$ cat src/rtl/trigger_delay_multi_pkg.sv
// Shared types and helpers for the multi-channel trigger delay generator.
package trigger_delay_multi_pkg;

    typedef enum logic [1:0] {
        DISABLED   = 2'b00,
        ONESHOT    = 2'b01,
        CONTINUOUS = 2'b10,
        RSVD       = 2'b11
    } ch_mode_e;

    typedef enum logic [1:0] {
        ST_DISABLED = 2'b00,
        ST_ARMED    = 2'b01,
        ST_SPENT    = 2'b10
    } ch_state_e;

    localparam int MIN_DELAY = 1;

    // A zero-length pulse would be invisible downstream, so it is stretched to one cycle.
    function automatic logic [31:0] clamp_width(input logic [31:0] w);
        return (w == '0) ? 32'd1 : w;
    endfunction

endpackage

$ cat src/rtl/trigger_delay_channel.sv
// One delay channel: mode FSM, FIFO of target timestamps, shadow/active config
// and the output pulse timer.
module trigger_delay_channel
    import trigger_delay_multi_pkg::*;
#(
    parameter int DELAY_W     = 32,
    parameter int QUEUE_DEPTH = 8,
    parameter int WIDTH_W     = 16,
    parameter int PEND_W      = $clog2(QUEUE_DEPTH + 1)
) (
    input  logic               clk_i,
    input  logic               rst_ni,
    input  logic [DELAY_W-1:0] ts_i,
    input  logic               trig_i,
    input  logic [DELAY_W-1:0] cfg_delay_i,
    input  logic [WIDTH_W-1:0] cfg_width_i,
    input  logic               cfg_update_i,
    input  logic [1:0]         cfg_mode_i,
    input  logic               arm_i,
    input  logic               clear_overflow_i,
    output logic               trigger_o,
    output logic               busy_o,
    output logic               overflow_o,
    output logic [PEND_W-1:0]  pending_o
);
    localparam int AW = $clog2(QUEUE_DEPTH);

    ch_mode_e           mode;
    ch_state_e          state_q;
    logic [DELAY_W-1:0] fifo_q [QUEUE_DEPTH];
    logic [AW-1:0]      wr_ptr_q, rd_ptr_q;
    logic [PEND_W-1:0]  count_q, count_d;
    logic               mode_off, full, pop, accept_ok, push, ovf_set;
    logic [DELAY_W-1:0] target;
    logic [DELAY_W-1:0] dly_act_q, dly_shd_q, dly_src;
    logic [WIDTH_W-1:0] wid_act_q, wid_shd_q, wid_src;
    logic               shd_dirty_q, cfg_pend, cfg_apply;
    logic               out_q, ovf_q;
    logic [WIDTH_W-1:0] pcnt_q;

    assign mode = ch_mode_e'(cfg_mode_i);

    always_comb begin
        mode_off  = (mode == DISABLED) || (mode == RSVD);
        full      = (count_q == PEND_W'(QUEUE_DEPTH));
        pop       = !mode_off && (count_q != '0) && (fifo_q[rd_ptr_q] == ts_i);
        accept_ok = trig_i && !mode_off && (state_q == ST_ARMED);
        push      = accept_ok && (!full || pop);
        ovf_set   = accept_ok && full && !pop;
        target    = ts_i + dly_act_q;
        // New config only takes effect on an idle queue so queued targets stay in firing order.
        cfg_pend  = cfg_update_i || shd_dirty_q;
        cfg_apply = cfg_pend && (count_q == '0) && !push;
        dly_src   = cfg_update_i ? cfg_delay_i : dly_shd_q;
        wid_src   = cfg_update_i ? cfg_width_i : wid_shd_q;
        count_d   = count_q;
        if (mode_off) begin
            count_d = '0;
        end else if (push && !pop) begin
            count_d = count_q + PEND_W'(1);
        end else if (pop && !push) begin
            count_d = count_q - PEND_W'(1);
        end
    end

    always_ff @(posedge clk_i or negedge rst_ni) begin
        if (!rst_ni) begin
            state_q <= ST_DISABLED;
        end else begin
            case (state_q)
                ST_DISABLED: if (!mode_off) state_q <= ST_ARMED;
                ST_ARMED: begin
                    if (mode_off)                        state_q <= ST_DISABLED;
                    else if (push && (mode == ONESHOT))  state_q <= ST_SPENT;
                end
                ST_SPENT: begin
                    if (mode_off)                               state_q <= ST_DISABLED;
                    else if (arm_i || (mode == CONTINUOUS))     state_q <= ST_ARMED;
                end
                default: state_q <= ST_DISABLED;
            endcase
        end
    end

    always_ff @(posedge clk_i or negedge rst_ni) begin
        if (!rst_ni) begin
            wr_ptr_q <= '0;
            rd_ptr_q <= '0;
            count_q  <= '0;
        end else begin
            count_q <= count_d;
            if (mode_off) begin
                wr_ptr_q <= '0;
                rd_ptr_q <= '0;
            end else begin
                if (push) wr_ptr_q <= wr_ptr_q + AW'(1);
                if (pop)  rd_ptr_q <= rd_ptr_q + AW'(1);
            end
        end
    end

    always_ff @(posedge clk_i) begin
        if (push) fifo_q[wr_ptr_q] <= target;
    end

    always_ff @(posedge clk_i) begin
        if (cfg_update_i) begin
            dly_shd_q <= cfg_delay_i;
            wid_shd_q <= cfg_width_i;
        end
    end

    always_ff @(posedge clk_i or negedge rst_ni) begin
        if (!rst_ni) begin
            shd_dirty_q <= 1'b0;
            dly_act_q   <= DELAY_W'(MIN_DELAY);
            wid_act_q   <= WIDTH_W'(1);
        end else begin
            shd_dirty_q <= cfg_pend && !cfg_apply;
            if (cfg_apply) begin
                dly_act_q <= (dly_src == '0) ? DELAY_W'(MIN_DELAY) : dly_src;
                wid_act_q <= WIDTH_W'(clamp_width(32'(wid_src)));
            end
        end
    end

    // A fire while the pulse is running reloads the counter, so the output never dips.
    always_ff @(posedge clk_i or negedge rst_ni) begin
        if (!rst_ni) begin
            out_q  <= 1'b0;
            pcnt_q <= '0;
            ovf_q  <= 1'b0;
        end else begin
            if (pop) begin
                out_q  <= 1'b1;
                pcnt_q <= wid_act_q - WIDTH_W'(1);
            end else if (out_q) begin
                if (pcnt_q == '0) out_q  <= 1'b0;
                else              pcnt_q <= pcnt_q - WIDTH_W'(1);
            end
            ovf_q <= ovf_set || (ovf_q && !clear_overflow_i);
        end
    end

    assign trigger_o  = out_q;
    assign busy_o     = (count_q != '0) || out_q;
    assign overflow_o = ovf_q;
    assign pending_o  = count_q;

endmodule

$ cat src/rtl/trigger_delay_multi.sv
// Multi-channel, multi-outstanding trigger delay generator: a shared free-running
// timestamp feeding NUM_CH independent delay channels.
module trigger_delay_multi
    import trigger_delay_multi_pkg::*;
#(
    parameter int NUM_CH      = 4,
    parameter int DELAY_W     = 32,
    parameter int QUEUE_DEPTH = 8,
    parameter int WIDTH_W     = 16
) (
    input  logic                                             clk,
    input  logic                                             rst_n,
    input  logic [NUM_CH-1:0]                                trig_pulse,
    input  logic [NUM_CH-1:0][DELAY_W-1:0]                   cfg_delay,
    input  logic [NUM_CH-1:0][WIDTH_W-1:0]                   cfg_width,
    input  logic [NUM_CH-1:0]                                cfg_update,
    input  logic [NUM_CH-1:0][1:0]                           cfg_mode,
    input  logic [NUM_CH-1:0]                                arm,
    input  logic [NUM_CH-1:0]                                clear_overflow,
    output logic [NUM_CH-1:0]                                trigger_out,
    output logic [NUM_CH-1:0]                                busy,
    output logic [NUM_CH-1:0]                                overflow,
    output logic [NUM_CH-1:0][$clog2(QUEUE_DEPTH+1)-1:0]     pending
);
    logic [DELAY_W-1:0] ts_q;

    // Wraps modulo 2^DELAY_W; channels compare for equality only, so wrap is harmless.
    always_ff @(posedge clk or negedge rst_n) begin
        if (!rst_n) ts_q <= '0;
        else        ts_q <= ts_q + DELAY_W'(1);
    end

    for (genvar c = 0; c < NUM_CH; c++) begin : g_ch
        trigger_delay_channel #(
            .DELAY_W     (DELAY_W),
            .QUEUE_DEPTH (QUEUE_DEPTH),
            .WIDTH_W     (WIDTH_W)
        ) u_ch (
            .clk_i            (clk),
            .rst_ni           (rst_n),
            .ts_i             (ts_q),
            .trig_i           (trig_pulse[c]),
            .cfg_delay_i      (cfg_delay[c]),
            .cfg_width_i      (cfg_width[c]),
            .cfg_update_i     (cfg_update[c]),
            .cfg_mode_i       (cfg_mode[c]),
            .arm_i            (arm[c]),
            .clear_overflow_i (clear_overflow[c]),
            .trigger_o        (trigger_out[c]),
            .busy_o           (busy[c]),
            .overflow_o       (overflow[c]),
            .pending_o        (pending[c])
        );
    end

endmodule

$ cat config.mk
export PLATFORM = sky130hd
export DESIGN_NAME = trigger_delay_multi
export DESIGN_NICKNAME = d
export VERILOG_FILES = /design/src/rtl/trigger_delay_multi_pkg.sv /design/src/rtl/trigger_delay_channel.sv /design/src/rtl/trigger_delay_multi.sv
export SDC_FILE = /design/constraint.sdc
export NUM_CORES = 2
export LEC_CHECK = 0
export CORE_MARGIN = 2
export CORE_UTILIZATION = 50
export CTS_CLUSTER_SIZE = 25
export DETAILED_ROUTE_END_ITERATION = 8
export MAX_ROUTING_LAYER = met4
export PLACE_DENSITY = 0.75
export REMOVE_ABC_BUFFERS = 1
export SYNTH_ARGS = -nofsm -noshare
export SYNTH_HDL_FRONTEND = slang
export SYNTH_SLANG_ARGS = --single-unit
$ cat constraint.sdc
create_clock -name clk -period 6.2 [get_ports clk]
set_input_delay 1.55 -clock clk [delete_from_list [all_inputs] [get_ports clk]]
set_output_delay 1.55 -clock clk [all_outputs]
set_load 0.005 [all_outputs]
==> results.ini <==
[outcome]
status = finished clean

[die]
die_h_um = 374.3
io_pins = 246
die_x_um = 374.3
row_count = 135
initial_core_util_pct = 50.47
core_um2 = 135800
dieArea_um2 = 140100

[clock_network]
cts_hold_buffers = 0
htree_levels = 4
clkSinkCount = 1564
numCtsBuffers = 157
cts_tree = yes
cts_buffer_depth = 3
cts_setup_buffers = 0
cts_root_buf = clkbuf_16
clk_pin_slew_ps = 60
cts_resized = 0
clock_latency_ps = 810

[final_layout]
nFillCells = 10330
ff_latch_area_um2 = 43340
fin_area_um2 = 78660
fin_util_pct = 57.92
multi_input_area_um2 = 23860
drive_above_1_share_pct = 15.87
final_cell_mix = edfxtp_1, dfrtp_1, xnor2_1
nets = 5351
area_growth_pct = 14.75
final_common_cell = edfxtp_1

[worst_setup_path]
path_max_fanout = 34
cp_top_family = simple AND/OR/NAND/NOR gates
critical_path_class = flip-flop to flip-flop
arrival_ps = 5920
endpoint_kind = flip-flop
crit_chain = buf_12 -> mux4_2 -> mux2i_1 -> xnor2_1 -> nor4_1 -> nand4_1 -> nor3_4 -> mux2i_1 -> ha_1 -> nand2_1 -> or3_1 -> or4_1 -> nor3_1 -> xnor2_1 -> mux2i_1
critPathSlowestCell = dfrtp_4
max_stage_delay_ps = 700
path_buf_inv = 1
cp-start-kind = flip-flop
timing.critical_path.mode_cell = mux2i_1
crit_required_ps = 6880

[detailed_routing]
vias = 40620
drt_wl_total_um = 162200
viasPerCell = 5.906
drt-wirelength-per-cell_um = 23.57
drc = 0
drtPass1Iterations = 5
drt_iter0_markers = 3861
antenna_left = 0

[power]
p_int_mw = 20.89
swShare_pct = 28.50
sequentialPowerShare_pct = 49.4
switching_power_mw = 8.325
pwr-share-comb_pct = 18.5
leakagePower_nw = 28.52
p_per_area_nw_per_um2 = 371.4
power_mw = 29.22
peakVddDrop_uv = 363.0
p_clk_share_pct = 32.1

[hold_path]
hp-class = flip-flop to flip-flop

[synth]
synth.ff_latch_count = 1564
syn_avg_cell_area_um2 = 14.74
yosysWarnings = 0
synthArstFlopShare_pct = 22.25
netlist_area_um2 = 68550
synth_edf_count = 1024
synthesis.instances = 4651
synth_flop_cell = edfxtp_1
yosys.cell_types.count = 80
ys_seq_area_share_pct = 63.19

[timing]
clock.fmax_mhz = 190.7
timing.final.crit_period_ps = 5243
slew_headroom_pct = 17.57
clock_skew_ps = 32.11
drv_slew = 0
worst_pin_slew_ps = 1236
setup_viol = 0
fin_crit_sh_pct = 84.56
final_hold_viol_count = 0
rsz0062_at_grt = no

[place]
postPlaceCellArea_um2 = 73580
place_congestion = 0.9372
port_buffers = 245
dp_hpwl_um = 106200

[global_route]
grt_first_pass_wirelength_um = 244900
grt_util_all_layers_pct = 23.72
grt_max_degree = 110
busiest_layer = met2
grt_antenna_before_repair = 1
use_met1_pct = 30.58
use_met3_pct = 4.101
grt_pass1_vias = 40910
grt.met2_usage_pct = 38.58
grt.overflow.total = 0

[run]
drv_cap = 0

-- synth_stat cells (14+ instances only) --
cell type | count | share of area [%]
or3_1 | 34 | 0.31
and3_1 | 23 | 0.21
nor3_1 | 83 | 0.61
nor2_1 | 210 | 1.1
edfxtp_1 | 1024 | 45
dfrtp_1 | 340 | 12
nand2_1 | 232 | 1.3
dfxtp_1 | 192 | 5.6
nand3_1 | 44 | 0.32
o21ai_0 | 194 | 1.4
a21oi_1 | 165 | 1.2
o21bai_1 | 14 | 0.15
mux2_2 | 130 | 2.1
xnor2_1 | 269 | 3.4
o21a_1 | 31 | 0.34
a22o_1 | 30 | 0.38
nor2b_1 | 18 | 0.16
buf_4 | 21 | 0.23
mux2i_1 | 267 | 3.9
inv_1 | 187 | 1.0
a211oi_1 | 23 | 0.25
buf_1 | 34 | 0.19
nand2b_1 | 25 | 0.23
ha_1 | 157 | 2.9
or2_2 | 16 | 0.15
nor4_1 | 97 | 0.89
nand4_1 | 52 | 0.47
xor2_1 | 112 | 1.4
mux4_2 | 256 | 8.4
buf_2 | 26 | 0.19
a21o_1 | 50 | 0.55
clkbuf_1 | 110 | 0.60
-- final timing paths --
path	start	end	slack, ps	cells past startpoint
hold / removal	g_ch[3].u_ch.dly_act_q[0]	g_ch[3].u_ch.dly_act_q[0]	470	2
max in group asynchronous	rst_n	g_ch[3].u_ch.rd_ptr_q[1]	4150	2
hold reg to reg	g_ch[3].u_ch.dly_act_q[0]	g_ch[3].u_ch.dly_act_q[0]	470	2
setup / recovery	g_ch[0].u_ch.rd_ptr_q[0]	g_ch[0].u_ch.pcnt_q[12]	960	15
setup reg to reg	g_ch[0].u_ch.rd_ptr_q[0]	g_ch[0].u_ch.pcnt_q[12]	960	15
min in group asynchronous	rst_n	g_ch[0].u_ch.shd_dirty_q	810	1
-- cell type report --
class	instances	area share [%]
clock inverter	63	0.8176
antenna	1	0.003181
timing repair buffer	356	4.381
multi-input combinational	2702	30.34
tap	1781	2.833
inverter	187	0.8924
clock buffer	225	5.640
sequential	1564	55.09
-- logic make-up after synthesis --
group,Yosys count,share of synthesized area (%)
flip-flops,1564,63.19
buffers and inverters,385,2.347
multiplexers,653,14.45
adder cells (fa/ha/maj),165,3.099
XOR/XNOR,381,4.868
AND/OR/NAND/NOR,910,6.726
AO/OA/AOI/OAI,593,5.326
-- worst register-to-register path, delay by kind of cell, from the launching register on --
family | cells | cell delay [ps]
and+or+nand+nor | 7 | 2370
muxes | 4 | 1210
adders and majority gates | 1 | 250
buffers and inverters | 1 | 330
xor gates and xnor gates | 2 | 270
DFF | 1 | 700
-- power groups by stage --
stage          combinational, mW  sequential (mW)  clock, mW
2_1_floorplan               3.77             14.2          0
3_3_place_gp                5.08             14.6          0
3_5_place_dp                5.32             14.6          0
4_1_cts                     5.37             14.4       9.51
5_1_grt                     5.99             14.6       9.90
6_report                    5.40             14.4       9.37
-- per-stage QoR --
stage / worst slack (ps) / hold slack [ps] / setup TNS (ps) / std cells
6_report: 957.4 / 465.9 / 0 / 6879
5_1_grt: 533.5 / 476.9 / 0 / 6878
3_3_place_gp: 815.6 / 457.3 / 0 / 6590
2_1_floorplan: -2322 / 438.8 / -1405170 / 4453
3_5_place_dp: 681.6 / 458.0 / 0 / 6590
4_1_cts: 978.9 / 466.2 / 0 / 6878
-- flip-flops by register name, summed over array words and instances (netlist names) --
| register | count |
|---|---|
| g_ch.u_ch.dly_act_q | 128 |
| g_ch.u_ch.dly_shd_q | 128 |
| g_ch.u_ch.fifo_q | 1024 |
| g_ch.u_ch.overflow_o | 4 |
| g_ch.u_ch.pcnt_q | 64 |
| g_ch.u_ch.pending_o | 16 |
| g_ch.u_ch.rd_ptr_q | 12 |
| g_ch.u_ch.shd_dirty_q | 4 |
| g_ch.u_ch.state_q | 8 |
| g_ch.u_ch.trigger_o | 4 |
| g_ch.u_ch.wid_act_q | 64 |
| g_ch.u_ch.wid_shd_q | 64 |
| g_ch.u_ch.wr_ptr_q | 12 |
| ts_q | 32 |
-- metal layers --
| layer | vias to the layer above | wire [um] |
|---|---|---|
| met5 | - | 0 |
| met4 | 0 | 4415 |
| met3 | 260 | 12840 |
| met2 | 1583 | 79610 |
| met1 | 20570 | 65300 |
| li1 | 18210 | - |
Note: power is estimated with default switching activity, not from simulation.
